==> src/rtl/sec_and_pipe.sv <==
// N-share Boolean-masked AND/OR/XOR gadget with valid/ready flow control, a
// randomness handshake and a saturating randomness-starvation counter.
module sec_and_pipe #(
  parameter int unsigned  K_WIDTH  = 32,
  parameter int unsigned  N_SHARES = 3,
  parameter int unsigned  OUT_REG  = 1,
  parameter int unsigned  CNT_W    = 16,
  localparam int unsigned RANDNUM  = N_SHARES * (N_SHARES - 1)
) (
  input  logic                        clk,
  input  logic                        rst_n,
  input  logic                        ena,
  input  logic                        dvld,
  output logic                        drdy,
  input  logic [1:0]                  mode,
  input  logic [K_WIDTH*RANDNUM-1:0]  rnd,
  input  logic                        rnd_vld,
  output logic                        rnd_take,
  input  logic [K_WIDTH*N_SHARES-1:0] x,
  input  logic [K_WIDTH*N_SHARES-1:0] y,
  output logic [K_WIDTH*N_SHARES-1:0] z,
  output logic                        ovld,
  input  logic                        ordy,
  output logic [CNT_W-1:0]            stall_cnt
);

  localparam int unsigned PAIRS    = RANDNUM / 2;
  localparam int unsigned ZW       = K_WIDTH * N_SHARES;
  localparam logic [1:0]  MODE_OR  = 2'b01;
  localparam logic [1:0]  MODE_XOR = 2'b10;
  localparam logic [CNT_W-1:0] CNT_MAX = '1;

  typedef logic [K_WIDTH-1:0] word_t;

  function automatic int unsigned pair_idx(input int unsigned i, input int unsigned j);
    return N_SHARES * i - (i * (i + 1)) / 2 + (j - i - 1);
  endfunction

  // Unordered pair (i,j) selects the same r1/r2 word for both (i,j) and (j,i).
  function automatic word_t r_word(input logic [K_WIDTH*RANDNUM-1:0] r,
                                   input int unsigned i, input int unsigned j,
                                   input int unsigned half);
    int unsigned lo;
    int unsigned hi;
    lo = (i < j) ? i : j;
    hi = (i < j) ? j : i;
    return r[(half * PAIRS + pair_idx(lo, hi)) * K_WIDTH +: K_WIDTH];
  endfunction

  logic       s1_vld_q, s1_vld_d;
  logic [1:0] mode_q;
  logic       s1_adv, s1_free, mode_xor, acc;
  logic       stall_inc;
  logic [CNT_W-1:0] stall_cnt_q, stall_cnt_d;
  logic [ZW-1:0]    z_c;

  word_t xin  [N_SHARES];
  word_t yin  [N_SHARES];
  word_t x_d  [N_SHARES];
  word_t xy_d [N_SHARES];
  word_t u1_d [N_SHARES][N_SHARES];
  word_t u2_d [N_SHARES][N_SHARES];
  word_t zs   [N_SHARES];

  (* dont_touch = "true" *) word_t x_q  [N_SHARES];
  (* dont_touch = "true" *) word_t xy_q [N_SHARES];
  (* dont_touch = "true" *) word_t u1_q [N_SHARES][N_SHARES];
  (* dont_touch = "true" *) word_t u2_q [N_SHARES][N_SHARES];

  assign mode_xor = (mode == MODE_XOR);
  assign s1_free  = !s1_vld_q || s1_adv;
  assign drdy     = rst_n & ena & s1_free & (rnd_vld | mode_xor);
  assign acc      = ena & dvld & drdy;
  assign rnd_take = acc & !mode_xor;
  assign s1_vld_d = acc | (s1_vld_q & !s1_adv);

  // OR is computed as AND on inverted share 0 (De Morgan).
  always_comb begin : share_in
    for (int unsigned i = 0; i < N_SHARES; i++) begin
      xin[i] = x[i*K_WIDTH +: K_WIDTH];
      yin[i] = y[i*K_WIDTH +: K_WIDTH];
    end
    if (mode == MODE_OR) begin
      xin[0] = ~xin[0];
      yin[0] = ~yin[0];
    end
  end

  always_comb begin : stage1_next
    for (int unsigned i = 0; i < N_SHARES; i++) begin
      x_d[i]  = xin[i];
      xy_d[i] = mode_xor ? (xin[i] ^ yin[i]) : (xin[i] & yin[i]);
      for (int unsigned j = 0; j < N_SHARES; j++) begin
        u1_d[i][j] = '0;
        u2_d[i][j] = '0;
        if (i != j && !mode_xor) begin
          u1_d[i][j] = yin[j] ^ r_word(rnd, i, j, 0);
          u2_d[i][j] = (~xin[i] & r_word(rnd, i, j, 0)) ^ r_word(rnd, i, j, 1);
        end
      end
    end
  end

  always_ff @(posedge clk or negedge rst_n) begin : stage1_regs
    if (!rst_n) begin
      s1_vld_q <= 1'b0;
      mode_q   <= '0;
      for (int unsigned i = 0; i < N_SHARES; i++) begin
        x_q[i]  <= '0;
        xy_q[i] <= '0;
        for (int unsigned j = 0; j < N_SHARES; j++) begin
          u1_q[i][j] <= '0;
          u2_q[i][j] <= '0;
        end
      end
    end else begin
      s1_vld_q <= s1_vld_d;
      if (acc) begin
        mode_q <= mode;
        for (int unsigned i = 0; i < N_SHARES; i++) begin
          x_q[i]  <= x_d[i];
          xy_q[i] <= xy_d[i];
          for (int unsigned j = 0; j < N_SHARES; j++) begin
            u1_q[i][j] <= u1_d[i][j];
            u2_q[i][j] <= u2_d[i][j];
          end
        end
      end
    end
  end

  // Per-share XOR tree, fixed ascending order over j != i.
  always_comb begin : combine
    z_c = '0;
    for (int unsigned i = 0; i < N_SHARES; i++) begin
      zs[i] = xy_q[i];
      if (mode_q != MODE_XOR) begin
        for (int unsigned j = 0; j < N_SHARES; j++) begin
          if (j != i) begin
            zs[i] = zs[i] ^ ((x_q[i] & u1_q[i][j]) ^ u2_q[i][j]);
          end
        end
      end
      if (i == 0 && mode_q == MODE_OR) begin
        zs[i] = ~zs[i];
      end
      z_c[i*K_WIDTH +: K_WIDTH] = zs[i];
    end
  end

  generate
    if (OUT_REG != 0) begin : g_out_reg
      logic          ovld_q, ovld_d;
      logic [ZW-1:0] z_q, z_d;

      assign s1_adv = ena & s1_vld_q & (!ovld_q | ordy);
      assign z_d    = s1_adv ? z_c : z_q;
      assign ovld_d = !ena ? ovld_q : (s1_vld_q | (ovld_q & !ordy));

      always_ff @(posedge clk or negedge rst_n) begin : out_regs
        if (!rst_n) begin
          ovld_q <= 1'b0;
          z_q    <= '0;
        end else begin
          ovld_q <= ovld_d;
          z_q    <= z_d;
        end
      end

      assign z    = z_q;
      assign ovld = ovld_q;
    end else begin : g_out_comb
      assign s1_adv = ena & s1_vld_q & ordy;
      assign z      = z_c;
      assign ovld   = s1_vld_q;
    end
  endgenerate

  assign stall_inc   = ena & dvld & s1_free & !rnd_vld & !mode_xor & (stall_cnt_q != CNT_MAX);
  assign stall_cnt_d = stall_inc ? (stall_cnt_q + CNT_W'(1)) : stall_cnt_q;

  always_ff @(posedge clk or negedge rst_n) begin : stall_reg
    if (!rst_n) begin
      stall_cnt_q <= '0;
    end else begin
      stall_cnt_q <= stall_cnt_d;
    end
  end

  assign stall_cnt = stall_cnt_q;

endmodule

==> config.mk <==
export PLATFORM = sky130hd
export DESIGN_NAME = sec_and_pipe
export DESIGN_NICKNAME = d
export VERILOG_FILES = /design/src/rtl/sec_and_pipe.sv
export SDC_FILE = /design/constraint.sdc
export NUM_CORES = 2
export LEC_CHECK = 0
export CORE_ASPECT_RATIO = 0.7
export CORE_UTILIZATION = 50
export CTS_CLUSTER_DIAMETER = 30
export CTS_CLUSTER_SIZE = 25
export DETAILED_ROUTE_END_ITERATION = 7
export PLACE_DENSITY = 0.73
export SYNTH_ARGS = -nofsm -noshare
export SYNTH_HDL_FRONTEND = slang
export SYNTH_SLANG_ARGS = --single-unit
==> constraint.sdc <==
create_clock -name clk -period 2 [get_ports clk]
set_input_delay 0.3 -clock clk [delete_from_list [all_inputs] [get_ports clk]]
set_output_delay 0.3 -clock clk [all_outputs]
set_load 0.005 [all_outputs]
# After elaboration in Yosys (flattened, before gate mapping)
# Index checks and enable logic that the tools add are counted.
dict set report classes {
  n_bitwise 66
  eq_ne 5
  add_sub_neg 1
  n_reduce_logical 7
  mux 24
}
# op n
set ops {}
lappend ops {{bitwise XOR 32 bit} 27}
lappend ops {{2-to-1 mux 32 bit} 24}
lappend ops {{bitwise AND 32 bit} 15}
lappend ops {{inverter 32 bit} 6}
lappend ops {{adder 16 x 1 -> 16 bit, second input constant} 1}
lappend ops {{inequality test 16 bit, second input constant} 1}
lappend ops {{bitwise AND 1 bit} 14}
lappend ops {{zero test 1 bit} 6}
lappend ops {{equality test 2 x 1 -> 1 bit, second input constant} 2}
lappend ops {{OR 1 bit} 4}
lappend ops {{equality test 2 bit, second input constant} 1}
lappend ops {{inequality test 2 bit, second input constant} 1}
lappend ops {{logical OR 1 bit} 1}
dict set report totals {
  output_inout_bits 115
  ff_bits 692
}

# Logic depth before layout (Yosys ltp)
dict set report depth {
  depth_word 8
  mapped_depth 10
  mapped_depth_nobuf 6
}

# Worst setup path after synthesis
# No wires, ideal clock.
dict set report synth_path {
  path_type {input -> register}
  start {input mode[1]}
  end {register mode_q[1]}
  required_ns 1.872
  stages 8
  t_arrival_ns 1.661
  setup_time_ns 0.128
  setup_slack_ns 0.211
  cell_sequence {buf_4 nor2b_4 buf_6 o2111ai_4 buf_6 buf_6 buf_4 mux2_1}
}
dict set report synth_via {
  elab_chain_len 4
}
# item line_no
set synth_lines {}
lappend synth_lines {{from (decl)} 15} ;# input logic [1:0] mode,
lappend synth_lines {{equality test 2 bit} 70} ;# assign mode_xor = (mode == MODE_XOR);
lappend synth_lines {{OR 1 bit} 72} ;# assign drdy = rst_n & ena & s1_free & (rnd_vld | mode_xor);
lappend synth_lines {{bitwise AND 1 bit} 72}
lappend synth_lines {{bitwise AND 1 bit} 73} ;# assign acc = ena & dvld & drdy;
lappend synth_lines {{to (signal assigned)} 119} ;# mode_q <= mode;
lappend synth_lines {{to (decl)} 51} ;# logic [1:0] mode_q;
# Parallel ways exist; a longest one is shown, timed or not.
# A chain may end at the register's enable or synchronous reset.

# Final worst setup path
dict set report layout_path {
  start {register g_out_reg.ovld_q, in the netlist ovld}
  end {output drdy}
}
dict set report layout_via {
  elab_chain_len 6
}
# item line_no
set layout_lines {}
lappend layout_lines {{from (decl)} 153} ;# logic ovld_q, ovld_d;
lappend layout_lines {{from (signal assigned)} 165} ;# ovld_q <= ovld_d;
lappend layout_lines {{zero test 1 bit} 156} ;# assign s1_adv = ena & s1_vld_q & (!ovld_q | ordy);
lappend layout_lines {{OR 1 bit} 156}
lappend layout_lines {{bitwise AND 1 bit} 156}
lappend layout_lines {{logical OR 1 bit} 71} ;# assign s1_free = !s1_vld_q || s1_adv;
lappend layout_lines {{bitwise AND 1 bit (2 in a row)} 72}
lappend layout_lines {{to (decl)} 14} ;# output logic drdy,
# Every way passes these cells.

==> out/metrics.cfg <==
[run_status]
status=complete, but fails checks
failed_checks=negative setup slack

[grt]
antenna_found_initial=6
grt_pass1_wl_um=172000
grt_max_degree=122
grt_use_total=0.272
grt_pass1_vias=32270
overflow=0

[timing]
setup_viol=2
slew_headroom=0.376
finalHoldViolations=0
layout_min_cycle_time_ps=2070
slew_viol_final=0
setup_ws_ps=-73.7
tightest_slew_ps=937
timing.fmax_ghz=0.482
rsz0062_at_grt=true
finalCritPeriodShare=1.04
finalClockSkew_ps=27.4

[drt]
vias=31973
first_pass_iters=7
final_antenna_net_count=0
totalWireLength_um=107000
drc_errors=0
drt-initial-drc-count=1898
wl_per_cell_um=18.1
vias_per_cell=5.40

[floorplanning]
die-area_um2=79300
die_y_um=236
ios=507
start_util=0.507
row_count=85
core_region_area_um2=77100
die_x_um=336

[cells_and_area]
fin_nets=5220
drive_gt1_frac=0.0938
fin_cells=5918
regArea_um2=17300
fill_cells=5977
multiInputGateArea_um2=20700
synthToLayoutAreaGrowth_pct=30.4

[critical_path]
path_class=flop to output pin
cp_max_fo=4
path_cells=nand2b_4, a21bo_4, o2111a_2, buf_2
cp_slowest_stage_delay_ps=400
worstSetupEndpointType=output pin
cp.arrival_ps=1770
cp-start-kind=flop
critPathRequiredTime_ps=1700
slowest_stage=dfrtp_1

[power]
p_per_area_nw_per_um2=1110
intPower_mw=39.3
total_switching_power_mw=17.5
clockPowerShare=0.406
p_leak_nw=22.1
vdd_drop_max_uv=752
swShare=0.308
power_frac_comb=0.251
p_total_mw=56.8
p_seq_frac=0.343

[clock_tree]
clk_latency_ps=720
clk_pin_slew_worst_paths_ps=50
cts_htree_levels=4
cts_buffer_depth=3
tritoncts=built
clock-sinks=692
cts_buffers=135
root_buffer=clkbuf_16

[yosys]
seq_area_frac_synth=0.443
avgSynthCellArea_um2=9.41
synthTopCellsByArea=dfrtp_1 44%, xnor2_1 11%, nand2_1 7.5%, xor2_1 6.8%, o21ai_0 5.8%
async_flop_share=1.00
yosys_warnings=0
synth_edf_count=0
synth_top_flop_cell=dfrtp_1
yosysTopAreaCell=dfrtp_1
syn-cell-area_um2=39100
ys_ff_latch=692
synth.distinct_cells=48
synth.net_count=4610
synthCells=4153
yosysTopAreaCellShare=0.443

[hold_path]
hold_class=input port to flop

[placement]
dp.cells=5652
place_ws_ps=-549
hpwl_um=73600
gp_congestion=0.847
port_buffers=506

[flow_run]
drv_cap=0

placed cells by master (no fill, tap or decap), types with 31 or more instances in the layout:
| cell type | synthesis | routed |
|---|---|---|
| a211o_1 | 31 | 31 |
| a211oi_1 | 63 | 63 |
| a21oi_1 | 97 | 97 |
| a31oi_1 | 31 | 31 |
| and3_1 | 66 | 66 |
| and4_1 | 32 | 32 |
| buf_12 | 0 | 33 |
| buf_4 | 38 | 153 |
| clkbuf_16 | 0 | 135 |
| clkdlybuf4s50_1 | 0 | 473 |
| dfrtp_1 | 692 | 689 |
| ha_1 | 65 | 65 |
| mux2_1 | 60 | 60 |
| mux2i_1 | 96 | 96 |
| nand2_1 | 777 | 776 |
| nand3b_1 | 31 | 31 |
| nand4_1 | 34 | 34 |
| nor2_1 | 104 | 103 |
| nor2b_1 | 161 | 160 |
| nor3_1 | 68 | 68 |
| o211ai_1 | 31 | 31 |
| o21ai_0 | 456 | 432 |
| o21ai_1 | 153 | 177 |
| xnor2_1 | 509 | 509 |
| xor2_1 | 302 | 302 |
final timing paths:
check | end | cells past startpoint | startpoint | slack, ps
worst max-delay path | drdy | 4 | ovld$_DFFE_PN0P_ | -70
worst min-delay path | x_q[43]$_DFFE_PN0P_ | 2 | x[43] | 270
worst max register to register | u2_q[55]$_DFFE_PN0P_ | 8 | ovld$_DFFE_PN0P_ | 40
worst min register to register | z[88]$_DFFE_PN0P_ | 2 | z[88]$_DFFE_PN0P_ | 470
max in group asynchronous | z[75]$_DFFE_PN0P_ | 4 | rst_n | 750
min in group asynchronous | u2_q[247]$_DFFE_PN0P_ | 3 | rst_n | 310
Yosys cell counts, drive strengths merged (35+ instances only):
cell,number
nand2,777
dfrtp,692
o21ai,609
xnor2,509
xor2,302
nor2b,162
buf,116
clkbuf,107
nor2,104
a21oi,97
mux2i,96
nor3,69
mux2,68
and3,66
ha,65
a211oi,63
nand4,35
worst max-delay path: cells and delay by family (launching register included):
kind,cells,cell delay (ps)
AOI/OAI and AO/OA,2,440
DFF,1,400
buffers and inverters,1,130
and+or+nand+nor,1,90
cell families after synthesis:
| kind of cell | Yosys count | synth area share |
|---|---|---|
| simple gates | 1297 | 0.153 |
| fa+ha+maj | 65 | 0.0208 |
| compound gates | 898 | 0.129 |
| mux | 164 | 0.0442 |
| xor+xnor | 811 | 0.182 |
| flops | 692 | 0.443 |
| buf+inv | 226 | 0.0283 |
cell type report:
| class | count | share of cell area |
|---|---|---|
| well taps | 1044 | 0.0256 |
| repair buffers | 696 | 0.136 |
| diodes | 1 | 0.0000491 |
| clock buffers | 167 | 0.0721 |
| clock inverters | 80 | 0.0195 |
| inverters | 3 | 0.000221 |
| multi-input cells | 3235 | 0.407 |
| flip-flops and latches | 692 | 0.340 |
power groups by stage:
stage	logic [mW]	clock network (mW)	registers (mW)
2_1_floorplan	8.44	0	19.2
3_3_place_gp	13.8	0	19.5
3_5_place_dp	14.2	0	19.6
4_1_cts	14.3	23.4	19.5
5_1_grt	15.9	24.1	19.9
6_report	14.2	23.1	19.5
through the flow:
step                      utilization  cell area, µm²  TNS [ps]  hold WS (ps)
after floorplan                     -           39100         0          4.41
after global placement          0.598           46100   -213790           443
after detailed placement        0.598           46100   -233920           438
after CTS                       0.660           50900      -218           227
after global routing            0.661           51000      -345           271
final                           0.661           51000      -144           274
sequential cells by signal (all words and copies together), names as in the netlist:
register	flops
ovld	1
x_q	96
u2_q	192
mode_q	2
z	96
xy_q	96
u1_q	192
s1_vld_q	1
stall_cnt	16
metal layers:
layer  vias up  GRT usage  share of wire
li1      15415          -              -
met1     15519      0.373           0.45
met2       850      0.427           0.46
met3       179     0.0595          0.067
met4        10     0.0887          0.023
met5         -          0        0.00050
repair_timing:
action,CTS,global route
cloned,0,0
hold buffers,1,0
pin swaps,2,0
resized for setup,41,44
setup endpoints to repair,37,32
hold endpoints to repair,249,0
buffers inserted,12,5
Note: power is estimated with default switching activity, not from simulation.
